## config.mk

```make
export PLATFORM = sky130hd
export DESIGN_NAME = fft_bitrev_frame_buffer
export DESIGN_NICKNAME = d
export VERILOG_FILES = /design/src/rtl/fft_pkg.sv /design/src/rtl/fft_dp_ram.sv /design/src/rtl/fft_bitrev_frame_buffer.sv
export SDC_FILE = /design/constraint.sdc
export NUM_CORES = 1
export LEC_CHECK = 0
export CAP_MARGIN = 20
export CORE_UTILIZATION = 25
export CTS_CLUSTER_DIAMETER = 150
export DETAILED_ROUTE_END_ITERATION = 10
export PLACE_DENSITY_LB_ADDON = 0.25
export SLEW_MARGIN = 20
export SYNTH_ARGS = -nofsm -noshare
export SYNTH_HDL_FRONTEND = slang
export SYNTH_SLANG_ARGS = --single-unit
```

## constraint.sdc

```tcl
create_clock -name clk -period 2.7 [get_ports clk]
set_input_delay 0.54 -clock clk [delete_from_list [all_inputs] [get_ports clk]]
set_output_delay 0.54 -clock clk [all_outputs]
set_load 0.02 [all_outputs]
```

## src/rtl/fft_pkg.sv

```systemverilog
// rtl/fft_pkg.sv - shared helpers and constants for the FFT bit-reversal frame buffer
package fft_pkg;

    // Complex samples are stored as {I, Q}
    localparam int CPLX_PARTS = 2;

    typedef enum logic [1:0] {
        RD_IDLE   = 2'd0,
        RD_LOAD   = 2'd1,
        RD_STREAM = 2'd2
    } rd_state_e;

    function automatic int clog2(input int value);
        int r;
        r = 0;
        while ((1 << r) < value) r++;
        return r;
    endfunction

    function automatic int cplx_width(input int data_width);
        return CPLX_PARTS * data_width;
    endfunction

    // Reverse the low 'bits' bits of value; upper bits of the result are zero
    function automatic logic [31:0] bitrev(input logic [31:0] value, input int bits);
        logic [31:0] r;
        r = '0;
        for (int i = 0; i < bits; i++) r[i] = value[bits-1-i];
        return r;
    endfunction

endpackage

```

## src/rtl/fft_dp_ram.sv

```systemverilog
// rtl/fft_dp_ram.sv - ping-pong sample RAM, one write port and one registered read port
module fft_dp_ram #(
    parameter int AW = 4,
    parameter int DW = 16
) (
    input  logic          clk,
    input  logic          rst,
    input  logic          we,
    input  logic [AW-1:0] waddr,
    input  logic [DW-1:0] wdata,
    input  logic          re,
    input  logic [AW-1:0] raddr,
    output logic [DW-1:0] rdata
);

    logic [DW-1:0] mem [2**AW];

    // Storage array: no reset so it maps onto block RAM
    always_ff @(posedge clk) begin
        if (we) mem[waddr] <= wdata;
    end

    // Read register: cleared on reset so the sample outputs start at zero
    always_ff @(posedge clk) begin
        if (rst)     rdata <= '0;
        else if (re) rdata <= mem[raddr];
    end

endmodule

```

## src/rtl/fft_bitrev_frame_buffer.sv

```systemverilog
// rtl/fft_bitrev_frame_buffer.sv - decimating ping-pong frame buffer with bit-reversed readout
module fft_bitrev_frame_buffer
    import fft_pkg::*;
#(
    parameter int N          = 8,
    parameter int DATA_WIDTH = 8,
    parameter int DECIM      = 4
) (
    input  logic                  clk,
    input  logic                  rst,
    input  logic                  enable,
    input  logic                  in_valid,
    input  logic [DATA_WIDTH-1:0] i_in,
    input  logic [DATA_WIDTH-1:0] q_in,
    input  logic                  bitrev_en,
    output logic                  out_valid,
    input  logic                  out_ready,
    output logic [DATA_WIDTH-1:0] i_out,
    output logic [DATA_WIDTH-1:0] q_out,
    output logic [clog2(N)-1:0]   out_index,
    output logic                  out_last,
    output logic                  overflow,
    output logic                  overflow_seen
);

    localparam int AW = clog2(N);
    localparam int CW = cplx_width(DATA_WIDTH);
    localparam int DCW = (DECIM > 1) ? clog2(DECIM) : 1;

    logic [DCW-1:0] decim_cnt;
    logic           keep;
    logic [AW-1:0]  wr_cnt;
    logic           wr_bank;
    logic [1:0]     full;
    logic [1:0]     full_set;
    logic [1:0]     free_now;
    logic           wr_blocked;
    logic           wr_en;
    logic           wr_done;
    logic           drop;

    rd_state_e      state, state_nxt;
    logic           rd_bank;
    logic           rd_bitrev;
    logic [AW-1:0]  rd_cnt;
    logic [AW-1:0]  rd_addr;
    logic           rd_sel;
    logic           rd_en;
    logic           rd_at_end;
    logic           handshake;
    logic [CW-1:0]  rd_data;

    // Write side waits by pointing at a bank that is still full; a bank freed
    // by the reader in this very cycle already counts as available.
    always_comb begin
        keep       = enable && in_valid && (decim_cnt == '0);
        wr_blocked = full[wr_bank] && !free_now[wr_bank];
        wr_en      = keep && !wr_blocked;
        drop       = keep && wr_blocked;
        wr_done    = wr_en && (wr_cnt == AW'(N - 1));
        full_set   = '0;
        if (wr_done) full_set[wr_bank] = 1'b1;
    end

    // Decimator: keep the first of every DECIM accepted samples
    always_ff @(posedge clk) begin
        if (rst || !enable)
            decim_cnt <= '0;
        else if (in_valid)
            decim_cnt <= (decim_cnt == DCW'(DECIM - 1)) ? '0 : decim_cnt + DCW'(1);
    end

    // Write pointer: a completed frame hands over to the other bank immediately
    always_ff @(posedge clk) begin
        if (rst) begin
            wr_cnt  <= '0;
            wr_bank <= 1'b0;
        end else if (!enable) begin
            wr_cnt <= '0;
        end else if (wr_done) begin
            wr_cnt  <= '0;
            wr_bank <= ~wr_bank;
        end else if (wr_en) begin
            wr_cnt <= wr_cnt + AW'(1);
        end
    end

    // Bank-full flags: set by the writer on the last address, cleared by the reader on the last handshake
    always_ff @(posedge clk) begin
        if (rst) full <= '0;
        else     full <= (full & ~free_now) | full_set;
    end

    // Overflow pulse per dropped sample plus its sticky copy
    always_ff @(posedge clk) begin
        if (rst) begin
            overflow      <= 1'b0;
            overflow_seen <= 1'b0;
        end else begin
            overflow      <= drop;
            overflow_seen <= overflow_seen | drop;
        end
    end

    // When both banks are full the write pointer sits on the older one
    always_comb begin
        rd_sel  = full[wr_bank] ? wr_bank : ~wr_bank;
        rd_addr = rd_bitrev ? AW'(bitrev(32'(rd_cnt), AW)) : rd_cnt;
    end

    // Read FSM state register
    always_ff @(posedge clk) begin
        if (rst) state <= RD_IDLE;
        else     state <= state_nxt;
    end

    // Read FSM next state
    always_comb begin
        state_nxt = state;
        case (state)
            RD_IDLE:   if (|full) state_nxt = RD_LOAD;
            RD_LOAD:   state_nxt = RD_STREAM;
            RD_STREAM: if (out_ready) state_nxt = rd_at_end ? RD_IDLE : RD_LOAD;
            default:   state_nxt = RD_IDLE;
        endcase
    end

    // Read FSM outputs
    always_comb begin
        rd_at_end = (rd_cnt == AW'(N - 1));
        out_valid = (state == RD_STREAM);
        out_last  = out_valid && rd_at_end;
        rd_en     = (state == RD_LOAD);
        handshake = out_valid && out_ready;
        free_now  = '0;
        if (handshake && rd_at_end) free_now[rd_bank] = 1'b1;
    end

    // Read datapath: bank/order latched per frame, index follows the RAM address
    always_ff @(posedge clk) begin
        if (rst) begin
            rd_bank   <= 1'b0;
            rd_bitrev <= 1'b0;
            rd_cnt    <= '0;
            out_index <= '0;
        end else begin
            case (state)
                RD_IDLE: begin
                    if (|full) begin
                        rd_bank   <= rd_sel;
                        rd_bitrev <= bitrev_en;
                        rd_cnt    <= '0;
                    end
                end
                RD_LOAD:   out_index <= rd_addr;
                RD_STREAM: if (handshake && !rd_at_end) rd_cnt <= rd_cnt + AW'(1);
                default: ;
            endcase
        end
    end

    fft_dp_ram #(
        .AW (AW + 1),
        .DW (CW)
    ) u_ram (
        .clk   (clk),
        .rst   (rst),
        .we    (wr_en),
        .waddr ({wr_bank, wr_cnt}),
        .wdata ({i_in, q_in}),
        .re    (rd_en),
        .raddr ({rd_bank, rd_addr}),
        .rdata (rd_data)
    );

    assign i_out = rd_data[CW-1:DATA_WIDTH];
    assign q_out = rd_data[DATA_WIDTH-1:0];

endmodule
```

==> flow_metrics.tcl <==
set metrics [dict create \
    fin_nets 1049 \
    rows 83 \
    max_slew_margin_pct 48.56 \
    grt_setup_unrepaired "false" \
    seq_area_frac_synth_pct 64.44 \
    setup_violations 0 \
    final-max-slew-violation-count 0 \
    crit_arrival_ns 1.93 \
    synth_area_mm2 0.01305 \
    worstSetupStartpointType "flop" \
    synthArstFlopShare_pct 0 \
    grt_usage_pct 13.86 \
    path_delay_family "buffers and inverters" \
    gr-usage-met3_pct 2.334 \
    start_util_pct 25.38 \
    critPathKind "flop to primary output" \
    ctsHoldBuffers 0 \
    port_buffers 44 \
    syn2layout_area_growth_pct 21.11 \
    fp.dieArea_mm2 0.05311 \
    yosysWarnings 0 \
    slowest_stage "clkdlybuf4s50_1" \
    synth.top_cells.by_area "edfxtp_1 59%, dfxtp_1 5.5%, mux4_2 2.8%" \
    status "completed" \
    hp-class "flop to flop" \
    viasPerCell 4.973 \
    grt_first_pass_wirelength_mm 55.43 \
    syn_inst 956 \
    cts-htree-levels 2 \
    tightest_slew_ns 0.7692 \
    die_x_um 230.5 \
    syn_nets 987 \
    diodes 0 \
    cp_data_required_time_ns 2.16 \
    grt_max_degree 69 \
    use_met1_pct 17.74 \
    gp_congestion 0.7554 \
    fin_crit_ns 2.475 \
    die_h_um 230.5 \
    yosysMostFrequentCell "edfxtp_1" \
    fin_setup_tns_ns 0 \
    synth_top_area_share_pct 58.91 \
    synth_ff_type "edfxtp_1" \
    cts.sinks 292 \
    use_met2_pct 23.45 \
    drt_iter0_markers 606 \
    synth_edf_count 256 \
    powerDensity_mw_per_mm2 611.2 \
    cap_violations 0 \
    peakVddDrop_v 0.0003255 \
    crit_chain "nor2b_4 -> clkdlybuf4s50_1" \
    grt_antenna_before_repair 0 \
    skew_ns 0.01677 \
    dp_hpwl_mm 25.16 \
    layout-drive-gt1-share_pct 14.79 \
    cts_tree "done" \
    drtPass1Iterations 5 \
    yosysUniqueCellTypes 60 \
    via_count 8559 \
    endpoint_kind "primary output" \
    p_leak_nw 4.913 \
    cts_buffers 35 \
    post-route-period-util_pct 91.65 \
    coreArea_mm2 0.05141 \
    synth_commonest_cells "256 x edfxtp_1, 61 x nor2_1, 40 x clkbuf_1, 40 x o22ai_1" \
    ys_ff_latch 292 \
    grt_pass1_vias 8596 \
    fin_util_pct 30.74 \
    clk_latency_ns 0.52 \
    cts-root-buf "clkbuf_16" \
    clockBufferDepth 3 \
    synth_area_per_cell_um2 13.65 \
    hold_viol 0 \
    path_buf_inv 1 \
    crit_fanout 7 \
    postRouteAntennaNets 0 \
    r2r_slack_ns 0.45 \
    grt-ovfl-total 0 \
    yosysTopAreaCell "edfxtp_1" \
    totalWireLength_mm 37.07 \
    drc 0 \
    grt_most_used_layer "met2" \
    ios 45 \
    cpPeakStageDelay_ns 0.63 \
    timing.fmax_ghz 0.4041 \
    wl_per_cell_um 21.54 \
    clk_pin_slew_worst_paths_ns 0.06 \
]
[power breakdown]
group          internal (mW)  switching [mW]
Sequential              4.92         0.00671
Clock                   2.77            1.80
Combinational         0.0533           0.114
[area by class of cell]
cell class / count / area [um^2]
fill: 5061 / 35600
sequential: 292 / 8419
multi-input combinational: 548 / 4119
timing repair buffer: 109 / 1181
clock buffer: 40 / 937.1
tap: 680 / 850.8
clock inverter: 20 / 176.4
inverter: 32 / 120.1
[sequential cells by signal, indices dropped and copies added (netlist names), 2 cells and up]
register and flops:
u_ram.rdata 16, state 2, rd_cnt 3, full 2, out_index 3, decim_cnt 2, wr_cnt 3, u_ram.mem 256
[tightest hold or removal path, cell delays in order, from the launching register on]
cell and delay [ns]:
dfxtp_1 0.30, inv_1 0.04, a21oi_1 0.05
[layout by cell type (no fill, tap or decap), drive strengths merged, types with 9 or more instances in the layout]
cell type / netlist / layout
o221ai: 32 / 32
a221oi: 12 / 12
buf: 44 / 65
a221o: 16 / 16
o21ai: 36 / 36
mux4: 16 / 16
and2: 18 / 18
or2: 9 / 9
nor3b: 29 / 29
a211oi: 28 / 28
inv: 32 / 32
edfxtp: 256 / 256
nor2b: 17 / 17
clkinv: 0 / 15
o22ai: 40 / 40
nor2: 61 / 61
a21oi: 10 / 10
nand2: 31 / 31
mux2i: 18 / 18
nand2b: 14 / 14
ha: 9 / 9
clkbuf: 40 / 40
o311ai: 12 / 12
clkdlybuf4s50: 0 / 43
o21bai: 24 / 24
dfxtp: 36 / 36
nand4bb: 10 / 10
o32ai: 12 / 12
nor3: 15 / 15
o32a: 16 / 16
[path summary, 6_finish.rpt]
| kind | start | endpoint | depth (start not counted) |
|---|---|---|---|
| worst min-delay path | overflow_seen$_SDFF_PP0_ | overflow_seen$_SDFF_PP0_ | 2 |
| worst max-delay path | state[1]$_SDFFE_PP0P_ | out_valid | 2 |
| worst min register to register | overflow_seen$_SDFF_PP0_ | overflow_seen$_SDFF_PP0_ | 2 |
| worst max register to register | rd_bitrev$_SDFFE_PP0P_ | u_ram.rdata[6]$_SDFFE_PP0N_ | 5 |
[stage by stage]
step | setup slack [ns] | area (um^2) | hold slack, ns | instances | total power [mW]
CTS | 0.05084 | 15800 | 0.4541 | 1721 | 9.796
global placement | 0.1819 | 14680 | 0.4406 | 1661 | 5.194
floorplan | 0.4835 | 13050 | 0.4772 | 956 | 5.055
detailed placement | 0.1755 | 14680 | 0.4432 | 1661 | 5.195
global route | 0.1457 | 15800 | 0.4778 | 1721 | 9.994
finish | 0.2254 | 15800 | 0.4474 | 1721 | 9.660
[logic make-up (layout without fill, tap and decap cells)]
family / count (synthesis) / in the layout / share of synthesized area (%)
flops: 292 / 292 / 64.44
compound gates: 275 / 275 / 16.26
simple gates: 228 / 228 / 9.915
buf+inv: 116 / 201 / 4.113
mux: 36 / 36 / 4.411
fa+ha+maj: 9 / 9 / 0.8630
[repair_timing]
action                                  4_1_cts  5_1_grt
gates resized for setup                       2        1
endpoints found under the setup margin        2        1
hold endpoints to repair                      0        0
buffers inserted                              0        0
[layer usage]
metal	part of all wire, %	wire length, um
met5	0	0
met1	44	16220
met2	48	17920
met4	3.4	1251
met3	4.5	1683
(Power assumes the default switching activity.)
